===== config.mk =====
export PLATFORM = sky130hd
export DESIGN_NAME = keypad_scanner
export DESIGN_NICKNAME = d
export VERILOG_FILES = /design/src/rtl/keypad_scanner.sv
export SDC_FILE = /design/constraint.sdc
export NUM_CORES = 1
export LEC_CHECK = 0
export CAP_MARGIN = 5
export CORE_MARGIN = 5
export CORE_UTILIZATION = 55
export CTS_BUF_LIST = sky130_fd_sc_hd__clkbuf_8
export CTS_CLUSTER_DIAMETER = 50
export CTS_CLUSTER_SIZE = 16
export DETAILED_ROUTE_END_ITERATION = 6
export MAX_ROUTING_LAYER = met4
export PLACE_DENSITY = 0.76
export SETUP_SLACK_MARGIN = 0.3
export SYNTH_ARGS = -nofsm -noshare
export SYNTH_HDL_FRONTEND = slang
export SYNTH_SLANG_ARGS = --single-unit
export TNS_END_PERCENT = 5

===== constraint.sdc =====
create_clock -name clk -period 5.9 [get_ports clk]
set_input_delay 0.59 -clock clk [delete_from_list [all_inputs] [get_ports clk]]
set_output_delay 0.59 -clock clk [all_outputs]
set_load 0.005 [all_outputs]

===== src/rtl/keypad_scanner.sv =====
// 4x4 matrix keypad scanner: walks an active-low row drive, debounces column
// activity on the held row, and shifts each accepted hex key into a 16-bit entry register.
module keypad_scanner #(
    parameter int SCAN_DIV     = 50000,
    parameter int DEBOUNCE_CNT = 500000
) (
    input  logic        clk,
    input  logic        rst,
    input  logic [3:0]  col,
    input  logic        clr,
    output logic [3:0]  row,
    output logic [3:0]  key_code,
    output logic        key_valid,
    output logic        key_down,
    output logic [15:0] value
);

    localparam int DIV_W = (SCAN_DIV > 1) ? $clog2(SCAN_DIV) : 1;
    localparam int CNT_W = (DEBOUNCE_CNT > 1) ? $clog2(DEBOUNCE_CNT) : 1;
    localparam logic [DIV_W-1:0] DIV_LAST = DIV_W'(SCAN_DIV - 1);
    localparam logic [CNT_W-1:0] CNT_LAST = CNT_W'(DEBOUNCE_CNT - 1);

    typedef enum logic [1:0] {SCAN, DEBOUNCE, PRESSED, RELEASE} state_t;

    state_t            state_q;
    logic [3:0]        col_meta_q, col_s_q;
    logic [1:0]        row_idx_q;
    logic [1:0]        row_idx_d;
    logic [3:0]        row_q;
    logic [DIV_W-1:0]  div_q;
    logic [CNT_W-1:0]  cnt_q;
    logic [3:0]        cap_col_q;
    logic [3:0]        cap_code_q;
    logic [3:0]        key_code_q;
    logic              key_valid_q;
    logic              key_down_q;
    logic [15:0]       value_q;
    logic              armed_q;
    logic [1:0]        quiet_q;
    logic              col_hit;

    function automatic logic [1:0] lowest_col(input logic [3:0] c);
        if (!c[0])      return 2'd0;
        else if (!c[1]) return 2'd1;
        else if (!c[2]) return 2'd2;
        else            return 2'd3;
    endfunction

    function automatic logic [3:0] row_drive(input logic [1:0] idx);
        return ~(4'b0001 << idx);
    endfunction

    assign row_idx_d = row_idx_q + 2'd1;
    assign col_hit   = (col_s_q != 4'hF);

    always_ff @(posedge clk or negedge rst) begin
        if (!rst) begin
            col_meta_q <= 4'hF;
            col_s_q    <= 4'hF;
        end else begin
            col_meta_q <= col;
            col_s_q    <= col_meta_q;
        end
    end

    // After reset, keys are ignored until four consecutive rows scan clean, so a
    // key held through reset has to be released and pressed again.
    always_ff @(posedge clk or negedge rst) begin
        if (!rst) begin
            state_q     <= SCAN;
            row_idx_q   <= 2'd0;
            row_q       <= 4'b1110;
            div_q       <= '0;
            cnt_q       <= '0;
            cap_col_q   <= 4'hF;
            cap_code_q  <= 4'h0;
            key_code_q  <= 4'h0;
            key_valid_q <= 1'b0;
            key_down_q  <= 1'b0;
            value_q     <= 16'h0000;
            armed_q     <= 1'b0;
            quiet_q     <= 2'd0;
        end else begin
            key_valid_q <= 1'b0;
            case (state_q)
                SCAN: begin
                    if (div_q == DIV_LAST) begin
                        div_q <= '0;
                        if (col_hit && armed_q) begin
                            cap_col_q  <= col_s_q;
                            cap_code_q <= {row_idx_q, lowest_col(col_s_q)};
                            cnt_q      <= '0;
                            state_q    <= DEBOUNCE;
                        end else begin
                            row_idx_q <= row_idx_d;
                            row_q     <= row_drive(row_idx_d);
                            if (!armed_q) begin
                                if (col_hit)              quiet_q <= 2'd0;
                                else if (quiet_q == 2'd3) armed_q <= 1'b1;
                                else                      quiet_q <= quiet_q + 2'd1;
                            end
                        end
                    end else begin
                        div_q <= div_q + DIV_W'(1);
                    end
                end
                DEBOUNCE: begin
                    if (col_s_q == cap_col_q) begin
                        if (cnt_q == CNT_LAST) begin
                            state_q     <= PRESSED;
                            key_valid_q <= 1'b1;
                            key_down_q  <= 1'b1;
                            key_code_q  <= cap_code_q;
                            value_q     <= {value_q[11:0], cap_code_q};
                        end else begin
                            cnt_q <= cnt_q + CNT_W'(1);
                        end
                    end else begin
                        state_q   <= SCAN;
                        div_q     <= '0;
                        row_idx_q <= row_idx_d;
                        row_q     <= row_drive(row_idx_d);
                    end
                end
                PRESSED: begin
                    state_q <= RELEASE;
                    cnt_q   <= '0;
                end
                RELEASE: begin
                    if (col_hit) begin
                        cnt_q <= '0;
                    end else if (cnt_q == CNT_LAST) begin
                        state_q    <= SCAN;
                        key_down_q <= 1'b0;
                        div_q      <= '0;
                        row_idx_q  <= row_idx_d;
                        row_q      <= row_drive(row_idx_d);
                    end else begin
                        cnt_q <= cnt_q + CNT_W'(1);
                    end
                end
                default: state_q <= SCAN;
            endcase
            if (clr) value_q <= 16'h0000;
        end
    end

    assign row       = row_q;
    assign key_code  = key_code_q;
    assign key_valid = key_valid_q;
    assign key_down  = key_down_q;
    assign value     = value_q;

endmodule


# [Word level (Yosys, flattened, before mapping)]
# Cells that the tools add are included.
[classes] add_sub_neg=4 eq_ne=18 n_shift=1 mux=50 n_bitwise=3 reduce_logical=17
[ops] operator="two-way mux 16 bit" n=8
[ops] operator="two-way mux 19 bit" n=5
[ops] operator="one-hot mux 19 bit (4 select lines)" n=1
[ops] operator="one-hot mux 16 bit (3 select lines)" n=1
[ops] operator="two-way mux 2 bit" n=15
[ops] operator="two-way mux 4 bit" n=5
[ops] operator="adder 19 x 1 -> 19 bit (second input constant)" n=1
[ops] operator="equality test 19 bit (second input constant)" n=1
[ops] operator="inequality test 2 bit (second input constant)" n=9
[ops] operator="adder 16 x 1 -> 16 bit (second input constant)" n=1
[ops] operator="equality test 16 bit (second input constant)" n=1
[ops] operator="AND reduction 3 bit" n=5
[ops] operator="AND reduction 5 bit" n=3
[ops] operator="one-hot mux 4 bit (3 select lines)" n=1
[ops] operator="two-way mux 1 bit" n=11
[ops] operator="one-hot mux 2 bit (4 select lines)" n=1
[ops] operator="nonzero test 2 bit" n=4
[ops] operator="equality test 2 bit (second input constant)" n=3
[ops] operator="one-hot mux 2 bit (3 select lines)" n=1
[ops] operator="AND reduction 6 bit" n=1
[ops] operator="adder 2 x 1 -> 2 bit (second input constant)" n=2
[ops] operator="equality test 4 bit" n=1
[ops] operator="inequality test 4 bit (second input constant)" n=1
[ops] operator="inverter 4 bit" n=1
[ops] operator="9 further kinds" n=10
[word_totals] ff_bits=84 in_bits=7 wordCells=108

# [Logic depth before layout (Yosys ltp)]
[logic_depth] depth_word=6 mapped_depth=10 ltp_nobuf=7

# [Worst setup path after synthesis]
# OpenSTA, ideal clock, no wires.
[synth_path] path_kind="register to register" startpoint="register col_s_q[1]" endpoint="register value_q[11] (netlist: value[11])" t_arrival_ns=1.892 required_time_ns=5.764 slack_ns=3.872 path_stages_with_launch=8 path_buffers=1 period_less_slack_ns=2.028 path_cell_list="dfstp_2 xor2_1 nor4_2 nand2_2 or4_4 buf_6 nand2_1 a21oi_1"
[synth_via] elab_chain_cells=3
[synth_rtl] element="start: declaration" line="26" text="logic [3:0] col_meta_q, col_s_q;"
[synth_rtl] element="start signal: assignment" line="62" text="col_s_q <= col_meta_q;"
[synth_rtl] element="equality test 4 bit" line="108" text="if (col_s_q == cap_col_q) begin"
[synth_rtl] element="nonzero test 2 bit (no source line)"
[synth_rtl] element="AND reduction 3 bit (no source line)"
[synth_rtl] element="end signal: assignment" line="114" text="value_q <= {value_q[11:0], cap_code_q};"
[synth_rtl] element="end: declaration" line="37" text="logic [15:0] value_q;"
# Every way passes these cells.
# A chain may end at the register's enable or synchronous reset.

# [Worst setup path in the final report]
[layout_path] startpoint="register div_q[0]" endpoint="register cnt_q[14]"
[layout_via] elab_chain_cells=3
[layout_rtl] element="start: declaration" line="30" text="logic [DIV_W-1:0] div_q;"
[layout_rtl] element="start signal: assignment" line="104" text="div_q <= div_q + DIV_W'(1);"
[layout_rtl] element="equality test 16 bit" line="87" text="if (div_q == DIV_LAST) begin"
[layout_rtl] element="inequality test 2 bit (no source line)"
[layout_rtl] element="AND reduction 3 bit (no source line)"
[layout_rtl] element="end signal: assignment" line="116" text="cnt_q <= cnt_q + CNT_W'(1);"
[layout_rtl] element="end signal: assignment" line="139" text="cnt_q <= cnt_q + CNT_W'(1);"
[layout_rtl] element="end: declaration" line="31" text="logic [CNT_W-1:0] cnt_q;"
# Every way passes these cells.

==> run_results.csv <==
group,metric,value,unit
synthesis,synth_cell_type_count,61,
worst_setup_path,worst_path_max_delay_cell,"a32o_1",
worst_setup_path,arrival,2.68,ns
power_and_ir_drop,p_per_area,212.3,nW/um^2
die,rows,31,
clocking,h-tree-depth,3,
clocking,cts_num_sinks,84,
grt,grtUsageTotal,0.1985,
finish,fin_nets,452,
grt,grt_max_degree,85,
flow_run,maxCapViolations,0,
synthesis,synth.top_cell.area_share,0.4187,
synthesis,yosys-top-cells-area,"dfrtp_1 42%, dfstp_2 9.6%, nand2_1 6.8%",
timing,holdWs,0.3586,ns
clocking,cts_tree,"yes",
timing,final_hold_viol_count,0,
timing,fin_skew,0.01314,ns
die,io_pins,33,
hold_path,hp-class,"reg -> reg",
clocking,clkTransAtPathRegs,0.09,ns
worst_setup_path,path_cells,"ha_1 > and3_1 > and4_1 > a32o_1 > nor2_1 > a31o_2",
synthesis,ys_top_cells_by_count,"75 x nand2_1, 69 x dfrtp_1, 33 x nor2_1",
clocking,clock_path_buffers,2,
timing,worstMarginPinSlew,1.015,ns
detailed_routing,vias_per_cell,5.640,
placement,hpwl,5.443,mm
synthesis,synth-seq-cells,84,
detailed_routing,avgRoutedWirePerCell,14.85,um
timing,rsz0062_at_grt,"no",
synthesis,synth_most_common_cell,"nand2_1",
clocking,ctsHoldBuffers,0,
worst_setup_path,start_kind,"flip-flop",
synthesis,synth-edff-count,0,
die,start_util,0.5655,
detailed_routing,route.detailed.drc,0,
worst_setup_path,cp-end-kind,"flip-flop",
grt,busiest_layer,"met2",
power_and_ir_drop,finalPower,986.0,uW
finish,utilization,0.6369,
detailed_routing,ant_nets,0,
timing,fmax,411.8,MHz
timing,min_period,2.428,ns
clocking,clk_latency,0.36,ns
power_and_ir_drop,p_leak,0.001928,uW
hold_path,hold_path_depth,0,
timing,relSlewSlack,0.3234,
synthesis,synth_cells,410,
die,coreArea,7292,um^2
grt,grt_overflow,0,
synthesis,synthArstFlopShare,1.000,
finish,drive_gt1_frac,0.1422,
worst_setup_path,worstPathMaxFanout,16,
synthesis,synth_ff_type,"dfrtp_1",
grt,met1_usage,0.2681,
finish,fillers,649,
clocking,postCtsSetupBuffers,0,
grt,grt_util_met3,0.03098,
die,die_w,96.59,um
die,die_y,96.59,um
worst_setup_path,required,6.15,ns
timing,setup-violations-final,0,
finish,n_antenna_cell,0,
power_and_ir_drop,ir_drop,0.1692,mV
worst_setup_path,slowest_delay,0.64,ns
worst_setup_path,rr_worst_depth,6,
clocking,numCtsBuffers,9,
timing,finalMaxSlewViolations,0,
synthesis,syn_avg_cell_area,10.06,um^2
synthesis,ys_seq_area_frac,0.5143,
worst_setup_path,critPathKind,"reg -> reg",
grt,antenna_found_initial,0,
finish,syn2layout_area_growth,12.62,%
placement,io_buffer_count,32,
detailed_routing,vias,3057,
status,status,"completed",
grt,grt_util_met2,0.3052,
finish,fin_cells,542,
timing,fin_crit_sh,0.4116,
placement,gp_congestion,0.9164,
clocking,cts_root_buf,"clkbuf_8",
synthesis,yosys_warnings,0,
grt,grt_pass1_wl,14.03,mm
synthesis,synth_area_leader_cell,"dfrtp_1",
clocking,post_cts_resized,0,
detailed_routing,finalWirelength,8.050,mm
synthesis,syn_area,4124,um^2
die,dieArea,9330,um^2
detailed_routing,drtPass1Iterations,4,
synthesis,syn_nets,424,
grt,grt_pass1_vias,2919,
timing,fin_tns_setup,0,ns
placement,placed_cells,526,
detailed_routing,drtIter0Drc,151,
[through the flow]
step | cell area (um^2) | setup slack [ns]
floorplan | 4124 | 3.872
global placement | 4462 | 3.527
detailed placement | 4462 | 3.473
CTS | 4644 | 3.471
global route | 4644 | 3.268
finish | 4644 | 3.472
[area by class of cell]
| class | count | area [um^2] | share of cell area |
|---|---|---|---|
| clock buffers | 10 | 137.6 | 0.02963 |
| inverters | 10 | 37.54 | 0.008082 |
| clock inverters | 6 | 45.04 | 0.009698 |
| well taps | 99 | 123.9 | 0.02667 |
| repair buffers | 32 | 317.8 | 0.06843 |
| multi-input cells | 301 | 1862 | 0.4009 |
| flip-flops and latches | 84 | 2121 | 0.4566 |
[cell families (layout without fill, tap and decap cells)]
logic type / after synthesis / count (layout) / synth area share
xor+xnor: 17 / 17 / 0.03610
simple gates: 182 / 182 / 0.2382
compound gates: 85 / 85 / 0.1293
buf+inv: 25 / 58 / 0.03428
flops: 84 / 84 / 0.5143
mux: 10 / 10 / 0.02670
fa+ha+maj: 7 / 7 / 0.02124
[critical path, delay by kind of cell (launching register included)]
| kind | cells | cell delay [ns] |
|---|---|---|
| compound gates | 2 | 0.90 |
| fa+ha+maj | 1 | 0.20 |
| flops | 1 | 0.42 |
| simple gates | 3 | 0.79 |
[flip-flops by register name, indices dropped and copies added (netlist names), named ones only]
register	count
cnt_q	19
div_q	16
value	16
cap_code_q	4
cap_col_q	4
col_meta_q	4
col_s_q	4
key_code	4
row	4
quiet_q	2
row_idx_q	2
armed_q	1
key_down	1
key_valid	1
state_q	1
[layout by cell type (no fill, tap or decap), types with 6 or more instances in the layout]
cell	count
dfrtp_1	69
nand2_1	75
nand4_1	6
and4_1	6
ha_1	7
clkbuf_8	10
dfstp_2	15
a31oi_1	7
and2_1	6
clkdlybuf4s50_1	31
xnor2_1	13
nor2_1	33
nand3_1	13
nor3_1	12
a21oi_1	31
o21ai_0	27
inv_1	10
mux2_2	8
[where the power goes]
group	total (uW)	internal, uW	leakage [uW]	switching (uW)
Clock	384	166	0.0000853	218
Sequential	583	581	0.00111	2.40
Combinational	19.1	4.42	0.000737	14.7
[path summary, 6_finish.rpt]
kind                               startpoint  slack, ns          to
worst max-delay path                 div_q[0]       3.47   cnt_q[14]
worst min-delay path            col_meta_q[2]       0.36  col_s_q[2]
worst max register to register       div_q[0]       3.47   cnt_q[14]
worst min register to register  col_meta_q[2]       0.36  col_s_q[2]
max in group asynchronous                 rst       4.85    cnt_q[6]
min in group asynchronous                 rst       0.39   value[15]
[per-layer routing]
layer / vias up / routed length, um
met4: 0 / 118
met5: - / 0
met2: 60 / 3883
li1: 1494 / -
met3: 9 / 291
met1: 1494 / 3756
Note: power is estimated with default switching activity, not from simulation.
